`src/rtl/ps2mouse_cfg_ctrlmod.sv`:
```
// ---------------------------------------------------------------------------
// ps2mouse_cfg_ctrlmod
//
// Host-side bring-up sequencer for a PS/2 mouse. After iStart it walks a
// small command ROM, handing each byte to a byte-level transmit engine and
// checking the mouse's replies from the byte receiver. The sequence is reset,
// self-test (0xAA) check, device ID capture, sample rate, resolution and
// stream enable. oRdEn is raised only after the whole sequence completes
// cleanly, which lets the streaming packet reader run.
//
// Optional build macro: PS2MOUSE_INTELLI_EN
//   When defined, the wheel-unlock sequence (F3 C8, F3 64, F3 50) and a
//   second ID read (F2) are inserted after the self-test. The second ID
//   overwrites oDevId (0x03 identifies a wheel mouse).
//
// Ports:
//   CLOCK     in   system clock
//   RST       in   synchronous reset, active-high
//   iStart    in   one-cycle pulse, starts/restarts bring-up when not busy
//   oTxReq    out  one-cycle request to the transmit engine
//   oTxByte   out  byte to transmit, held from oTxReq until iTxDone
//   iTxDone   in   one-cycle pulse, transmit finished
//   iTxErr    in   one-cycle pulse, transmit failed
//   iRxTrig   in   one-cycle pulse, iRxByte valid
//   iRxByte   in   received byte
//   oRdEn     out  level, enables the streaming packet reader
//   oBusy     out  level, sequence in progress
//   oDone     out  one-cycle pulse on successful completion
//   oErr      out  level, sequence failed (held until iStart or RST)
//   oErrCode  out  failure cause
//   oDevId    out  captured device ID byte
// ---------------------------------------------------------------------------
module ps2mouse_cfg_ctrlmod #(
   parameter logic [7:0]  SAMPLE_RATE = 8'd100,
   parameter logic [7:0]  RESOLUTION  = 8'd2,
   parameter logic [23:0] ACK_TIMEOUT = 24'd1_000_000,
   parameter logic [27:0] BAT_TIMEOUT = 28'd50_000_000,
   parameter logic [1:0]  MAX_RETRY   = 2'd3
) (
   input  logic       CLOCK,
   input  logic       RST,
   input  logic       iStart,
   output logic       oTxReq,
   output logic [7:0] oTxByte,
   input  logic       iTxDone,
   input  logic       iTxErr,
   input  logic       iRxTrig,
   input  logic [7:0] iRxByte,
   output logic       oRdEn,
   output logic       oBusy,
   output logic       oDone,
   output logic       oErr,
   output logic [3:0] oErrCode,
   output logic [7:0] oDevId
);

`ifdef PS2MOUSE_INTELLI_EN
   localparam logic [3:0] ROM_LAST = 4'd12;
   // ROM index of the F2 (read ID) command, answered by FA then an ID byte
   localparam logic [3:0] ID_IDX   = 4'd7;
`else
   localparam logic [3:0] ROM_LAST = 4'd5;
`endif

   typedef enum logic [3:0] {
      S_IDLE, S_LOAD, S_SEND, S_WAIT_TX, S_WAIT_ACK, S_WAIT_BAT,
      S_WAIT_ID, S_RETRY, S_NEXT, S_DONE, S_FAIL
   } state_t;

   state_t      state;
   logic [3:0]  idx;
   logic [1:0]  retry_cnt;
   logic        resend_cause;   // 1: last retry was caused by a 0xFE reply
   logic [27:0] timer;
   logic        ack_expired;
   logic        bat_expired;

   assign ack_expired = (timer >= {4'd0, ACK_TIMEOUT});
   assign bat_expired = (timer >= BAT_TIMEOUT);

   // Timer saturates instead of wrapping so a long stall cannot fake a fresh count
   function automatic logic [27:0] sat_inc(input logic [27:0] t);
      return (t == 28'hFFF_FFFF) ? t : t + 28'd1;
   endfunction

   function automatic logic [7:0] rom_byte(input logic [3:0] i);
      logic [7:0] b;
      case (i)
`ifdef PS2MOUSE_INTELLI_EN
         4'd0:    b = 8'hFF;
         4'd1:    b = 8'hF3;
         4'd2:    b = 8'hC8;
         4'd3:    b = 8'hF3;
         4'd4:    b = 8'h64;
         4'd5:    b = 8'hF3;
         4'd6:    b = 8'h50;
         4'd7:    b = 8'hF2;
         4'd8:    b = 8'hF3;
         4'd9:    b = SAMPLE_RATE;
         4'd10:   b = 8'hE8;
         4'd11:   b = RESOLUTION;
         4'd12:   b = 8'hF4;
`else
         4'd0:    b = 8'hFF;
         4'd1:    b = 8'hF3;
         4'd2:    b = SAMPLE_RATE;
         4'd3:    b = 8'hE8;
         4'd4:    b = RESOLUTION;
         4'd5:    b = 8'hF4;
`endif
         default: b = 8'h00;
      endcase
      return b;
   endfunction

   always_ff @(posedge CLOCK) begin
      if (RST) begin
         state        <= S_IDLE;
         idx          <= 4'd0;
         retry_cnt    <= 2'd0;
         resend_cause <= 1'b0;
         timer        <= 28'd0;
         oTxReq       <= 1'b0;
         oTxByte      <= 8'h00;
         oRdEn        <= 1'b0;
         oBusy        <= 1'b0;
         oDone        <= 1'b0;
         oErr         <= 1'b0;
         oErrCode     <= 4'd0;
         oDevId       <= 8'h00;
      end else begin
         oTxReq <= 1'b0;
         oDone  <= 1'b0;
         timer  <= sat_inc(timer);

         case (state)
            S_IDLE: begin
               if (iStart) begin
                  idx       <= 4'd0;
                  retry_cnt <= 2'd0;
                  oBusy     <= 1'b1;
                  state     <= S_LOAD;
               end
            end

            S_LOAD: begin
               oTxByte <= rom_byte(idx);
               timer   <= 28'd0;
               state   <= S_SEND;
            end

            // Also reached from RETRY, so the timer is cleared here too
            S_SEND: begin
               oTxReq <= 1'b1;
               timer  <= 28'd0;
               state  <= S_WAIT_TX;
            end

            // A transmit error outranks a simultaneous done
            S_WAIT_TX: begin
               if (iTxErr) begin
                  resend_cause <= 1'b0;
                  state        <= S_RETRY;
               end else if (iTxDone) begin
                  timer <= 28'd0;
                  state <= S_WAIT_ACK;
               end else if (ack_expired) begin
                  resend_cause <= 1'b0;
                  state        <= S_RETRY;
               end
            end

            // A received byte outranks a timeout in the same cycle
            S_WAIT_ACK: begin
               if (iRxTrig) begin
                  case (iRxByte)
                     8'hFA: begin
                        timer <= 28'd0;
                        if (idx == 4'd0) begin
                           state <= S_WAIT_BAT;
`ifdef PS2MOUSE_INTELLI_EN
                        end else if (idx == ID_IDX) begin
                           state <= S_WAIT_ID;
`endif
                        end else begin
                           state <= S_NEXT;
                        end
                     end
                     8'hFE: begin
                        resend_cause <= 1'b1;
                        state        <= S_RETRY;
                     end
                     8'hFC: begin
                        oErr     <= 1'b1;
                        oErrCode <= 4'd3;
                        oBusy    <= 1'b0;
                        state    <= S_FAIL;
                     end
                     default: begin
                        oErr     <= 1'b1;
                        oErrCode <= 4'd4;
                        oBusy    <= 1'b0;
                        state    <= S_FAIL;
                     end
                  endcase
               end else if (ack_expired) begin
                  resend_cause <= 1'b0;
                  state        <= S_RETRY;
               end
            end

            // Self-test can take hundreds of ms; unrelated bytes are skipped
            S_WAIT_BAT: begin
               if (iRxTrig) begin
                  if (iRxByte == 8'hAA) begin
                     timer <= 28'd0;
                     state <= S_WAIT_ID;
                  end else if (iRxByte == 8'hFC) begin
                     oErr     <= 1'b1;
                     oErrCode <= 4'd5;
                     oBusy    <= 1'b0;
                     state    <= S_FAIL;
                  end
               end else if (bat_expired) begin
                  oErr     <= 1'b1;
                  oErrCode <= 4'd6;
                  oBusy    <= 1'b0;
                  state    <= S_FAIL;
               end
            end

            S_WAIT_ID: begin
               if (iRxTrig) begin
                  oDevId <= iRxByte;
                  state  <= S_NEXT;
               end else if (ack_expired) begin
                  oErr     <= 1'b1;
                  oErrCode <= 4'd7;
                  oBusy    <= 1'b0;
                  state    <= S_FAIL;
               end
            end

            S_RETRY: begin
               if (retry_cnt == MAX_RETRY) begin
                  oErr     <= 1'b1;
                  oErrCode <= resend_cause ? 4'd2 : 4'd1;
                  oBusy    <= 1'b0;
                  state    <= S_FAIL;
               end else begin
                  retry_cnt <= retry_cnt + 2'd1;
                  state     <= S_SEND;
               end
            end

            S_NEXT: begin
               retry_cnt <= 2'd0;
               if (idx == ROM_LAST) begin
                  oDone <= 1'b1;
                  oRdEn <= 1'b1;
                  oBusy <= 1'b0;
                  state <= S_DONE;
               end else begin
                  idx   <= idx + 4'd1;
                  state <= S_LOAD;
               end
            end

            S_DONE: begin
               if (iStart) begin
                  oRdEn     <= 1'b0;
                  oBusy     <= 1'b1;
                  idx       <= 4'd0;
                  retry_cnt <= 2'd0;
                  state     <= S_LOAD;
               end
            end

            S_FAIL: begin
               oRdEn <= 1'b0;
               if (iStart) begin
                  oErr      <= 1'b0;
                  oErrCode  <= 4'd0;
                  oBusy     <= 1'b1;
                  idx       <= 4'd0;
                  retry_cnt <= 2'd0;
                  state     <= S_LOAD;
               end
            end

            default: state <= S_IDLE;
         endcase
      end
   end

endmodule
```
`config.mk`:
```
export PLATFORM = sky130hd
export DESIGN_NAME = ps2mouse_cfg_ctrlmod
export DESIGN_NICKNAME = d
export VERILOG_FILES = /design/src/rtl/ps2mouse_cfg_ctrlmod.sv
export SDC_FILE = /design/constraint.sdc
export NUM_CORES = 1
export LEC_CHECK = 0
export CORE_ASPECT_RATIO = 0.7
export CORE_MARGIN = 5
export CORE_UTILIZATION = 25
export DETAILED_ROUTE_END_ITERATION = 8
export PLACE_DENSITY = 0.5
export SETUP_SLACK_MARGIN = 0.2
export SLEW_MARGIN = 20
export SYNTH_ARGS = -nofsm -noshare
export SYNTH_HDL_FRONTEND = slang
export SYNTH_SLANG_ARGS = --single-unit
```
`constraint.sdc`:
```
create_clock -name CLOCK -period 2.14 [get_ports CLOCK]
set_clock_uncertainty 0.15 [all_clocks]
set_input_delay 0.321 -clock CLOCK [delete_from_list [all_inputs] [get_ports CLOCK]]
set_output_delay 0.321 -clock CLOCK [all_outputs]
set_load 0.03 [all_outputs]
```
==> flow_summary_export.csv, run 1 <==
group,metric,value,unit
outcome,outcome,"finished with violations",
outcome,violations,"setup timing",
drt,first_pass_iters,6,
sta,setup_viol,7,
cts,cts_tree,"built",
drt,drt_iter0_drc,160,
sta,rsz0062_at_grt,"yes",
drt,wire_per_inst,15.1,um
cts,clock_sinks,62,
worst_setup_path,crit_required,2.24,ns
drt,drcViolationCount,0,
yosys,async_flop_share,0,%
cts,cts_buffers,9,
placement,io_buffers,37,
global_routing,grt_max_degree,28,
worst_setup_path,crit_path_max_fanout,4,
sta,hold_viol,0,
cts,cts_htree_levels,3,
power_and_ir_drop,ir_worst_vdd,0.000358,V
global_routing,grt_pass1_vias,3621,
yosys,synth_area,0.00350,mm2
floorplan,fp.dieArea,0.0165,mm2
finish,final_cell_mix,"buf_4, nor2_1, dfxtp_1, nand2_1, a21oi_1",
floorplan,initial_core_util,25.3,%
drt,vias,3809,
sta,fin_crit,2.28,ns
floorplan,pin_count,39,
yosys,yosys_warnings,0,
yosys,syn_area_per_cell,7.84,um2
global_routing,grt_antenna_before_repair,1,
sta,setup_slack,-0.135,ns
yosys,synth_edf_count,0,
global_routing,grt_pass1_wl,19.0,mm
worst_setup_path,critPathArrivalTime,2.37,ns
cts,cts.path.max_buffers,2,
worst_setup_path,path_class,"flop to flop",
sta,slew_violations,0,
sta,whs,0.219,ns
worst_hold_path,hp-class,"primary input to flop",
drt,via_per_inst,4.86,
worst_hold_path,holdCritStartpoint,"iRxByte[0]",
yosys,synth_cell_types,62,
worst_setup_path,cp-startpoint,"timer[21]",
global_routing,grt_overflow,0,
placement,dp_hpwl,8.24,mm
worst_setup_path,r2r-start,"timer[21]",
drt,antenna_left,0,
job,maxCapViolations,0,
finish,final_cells,783,
floorplan,coreArea,0.0138,mm2
cts,clk_latency,0.34,ns
drt,routed_wl,11.8,mm
power_and_ir_drop,power_density,975,mW/mm2
sta,fmaxAchievable,440,MHz
placement,gp_congestion,0.837,
floorplan,chipWidth,152,um
finish,nets,609,
yosys,ys_seq_area_share,35.4,%
sta,finalCritPeriodShare,106,%
floorplan,die_h,109,um
cts,clkTransAtPathRegs,0.05,ns
yosys,ys.flop_type,"dfxtp_1",
finish,fillers,1365,
worst_setup_path,cp-start-kind,"flop",
yosys,syn_nets,468,
placement,post-place-cells,739,
finish,drive_above_1_share,37.8,%
yosys,syn_inst,447,
finish,final_common_cell,"buf_4",
worst_setup_path,end_kind,"flop",
finish,antenna_cells,0,
power_and_ir_drop,p_leak,2.23,nW
finish,syn_to_final_growth,68.3,%
yosys,ys_ff_latch,62,
global_routing,grt_usage,14.9,%
cts,cts-root-buf,"clkbuf_16",
floorplan,rows,36,
-- per-stage QoR --
step                      setup slack [ns]  instance area [um2]  setup TNS, ns  power (W)  utilization (%)
after floorplan                    0.00520                 3640              0    0.00265                -
final                               -0.135                 5900         -0.531    0.00575             42.7
after CTS                           -0.116                 5690         -0.473    0.00555             41.1
after global placement              -0.413                 4820         -12.89    0.00343             34.8
after detailed placement            -0.412                 4820         -14.13    0.00346             34.8
after global routing                -0.222                 5900          -1.22    0.00606             42.7
-- kinds of logic after synthesis --
kind of cell | after synthesis | synth area share, %
simple gates | 205 | 29.5
compound gates | 101 | 19.3
flops | 62 | 35.4
buf+inv | 39 | 4.78
xor+xnor | 23 | 5.75
mux | 9 | 2.64
fa+ha+maj | 7 | 2.50
other cells | 1 | 0.107
-- worst max-delay path, stage by stage, from the launching register on --
cell and delay [ns]:
dfxtp_4 0.33, or4_4 0.49, or3_4 0.38, a211oi_4 0.21, a211oi_2 0.11, buf_4 0.17, buf_6 0.12, o32ai_4 0.23
-- synthesized netlist by cell type, types with 3 or more instances --
cell,number,area share (%)
nor4_1,4,0.71
a21oi_1,38,5.4
inv_1,13,1.4
xor2_1,15,3.7
o32ai_1,4,1.0
nand2b_1,7,1.2
nor2_1,64,6.9
xnor2_1,8,2.0
mux2i_1,7,2.0
dfxtp_1,62,35
nor3_1,19,2.7
ha_1,7,2.5
and4_1,4,1.0
o211ai_1,4,0.86
and3_1,5,0.89
nand2_1,40,4.3
a311oi_1,4,1.0
o31ai_1,7,1.5
a31o_2,3,0.75
a31oi_1,4,0.71
clkbuf_1,16,1.7
nand3_1,18,2.6
nand4_1,10,1.8
nand3b_1,4,0.86
or3_1,4,0.71
a211oi_1,6,1.3
and2_1,4,0.71
buf_2,5,0.71
or4_1,3,0.64
nor2b_1,6,1.1
o21ai_0,12,1.7
-- registers in the layout, indices dropped and copies added (netlist names) --
name and cells:
oRdEn 1, oTxReq 1, timer 28, oTxByte 7, oErr 1, oDevId 8
oBusy 1, state 4, resend_cause 1, idx 4, oDone 1, oErrCode 3
retry_cnt 2
-- where the power goes --
group | switching [W] | internal (W) | leakage, nW | total [W]
clock | 0.000540 | 0.00113 | 0.159 | 0.00167
combinational | 0.00139 | 0.00130 | 1.56 | 0.00269
sequential | 0.0000947 | 0.00130 | 0.510 | 0.00139
total | 0.00202 | 0.00373 | 2.23 | 0.00575
-- worst paths after layout --
check	slack, ns	end	cells after the start
max	-0.14	state[0]	7
min	0.22	oDevId[0]	4
max reg2reg	-0.14	state[0]	7
min reg2reg	0.30	oRdEn	2
-- metal layers --
metal | global-route usage [%] | routed length [um]
met2 | 21.0 | 4910
met4 | 5.90 | 245
met3 | 4.20 | 735
met1 | 21.2 | 5940
met5 | 0 | 11
-- cell type report --
type / instances / area [um2] / area share, %
Clock buffer: 10 / 229 / 3.88
Tap cell: 190 / 238 / 4.03
Timing Repair Buffer: 154 / 1420 / 24.1
Sequential cell: 62 / 1260 / 21.4
Multi-Input combinational cell: 347 / 2580 / 43.8
Clock inverter: 6 / 110 / 1.87
Inverter: 14 / 52.6 / 0.891
-- what timing repair did --
action / CTS / global route
setup buffers: 18 / 6
endpoints found under the setup margin: 42 / 44
cloned: 3 / 1
pin swaps: 42 / 14
hold buffers: 0 / 0
gates resized for setup: 83 / 31
(Power assumes the default switching activity.)
==> run 2, diff against run 1 <==
- ABC_CLOCK_PERIOD_IN_PS: not set -> 2140
==> results of run 2 <==
No change in the layout: final DEF, timing and power equal those of run 1.
==> run 3, diff against run 2 <==
- HOLD_SLACK_MARGIN: not set -> 0.02
==> results of run 3 <==
No change in the layout: final DEF, timing and power equal those of run 1.
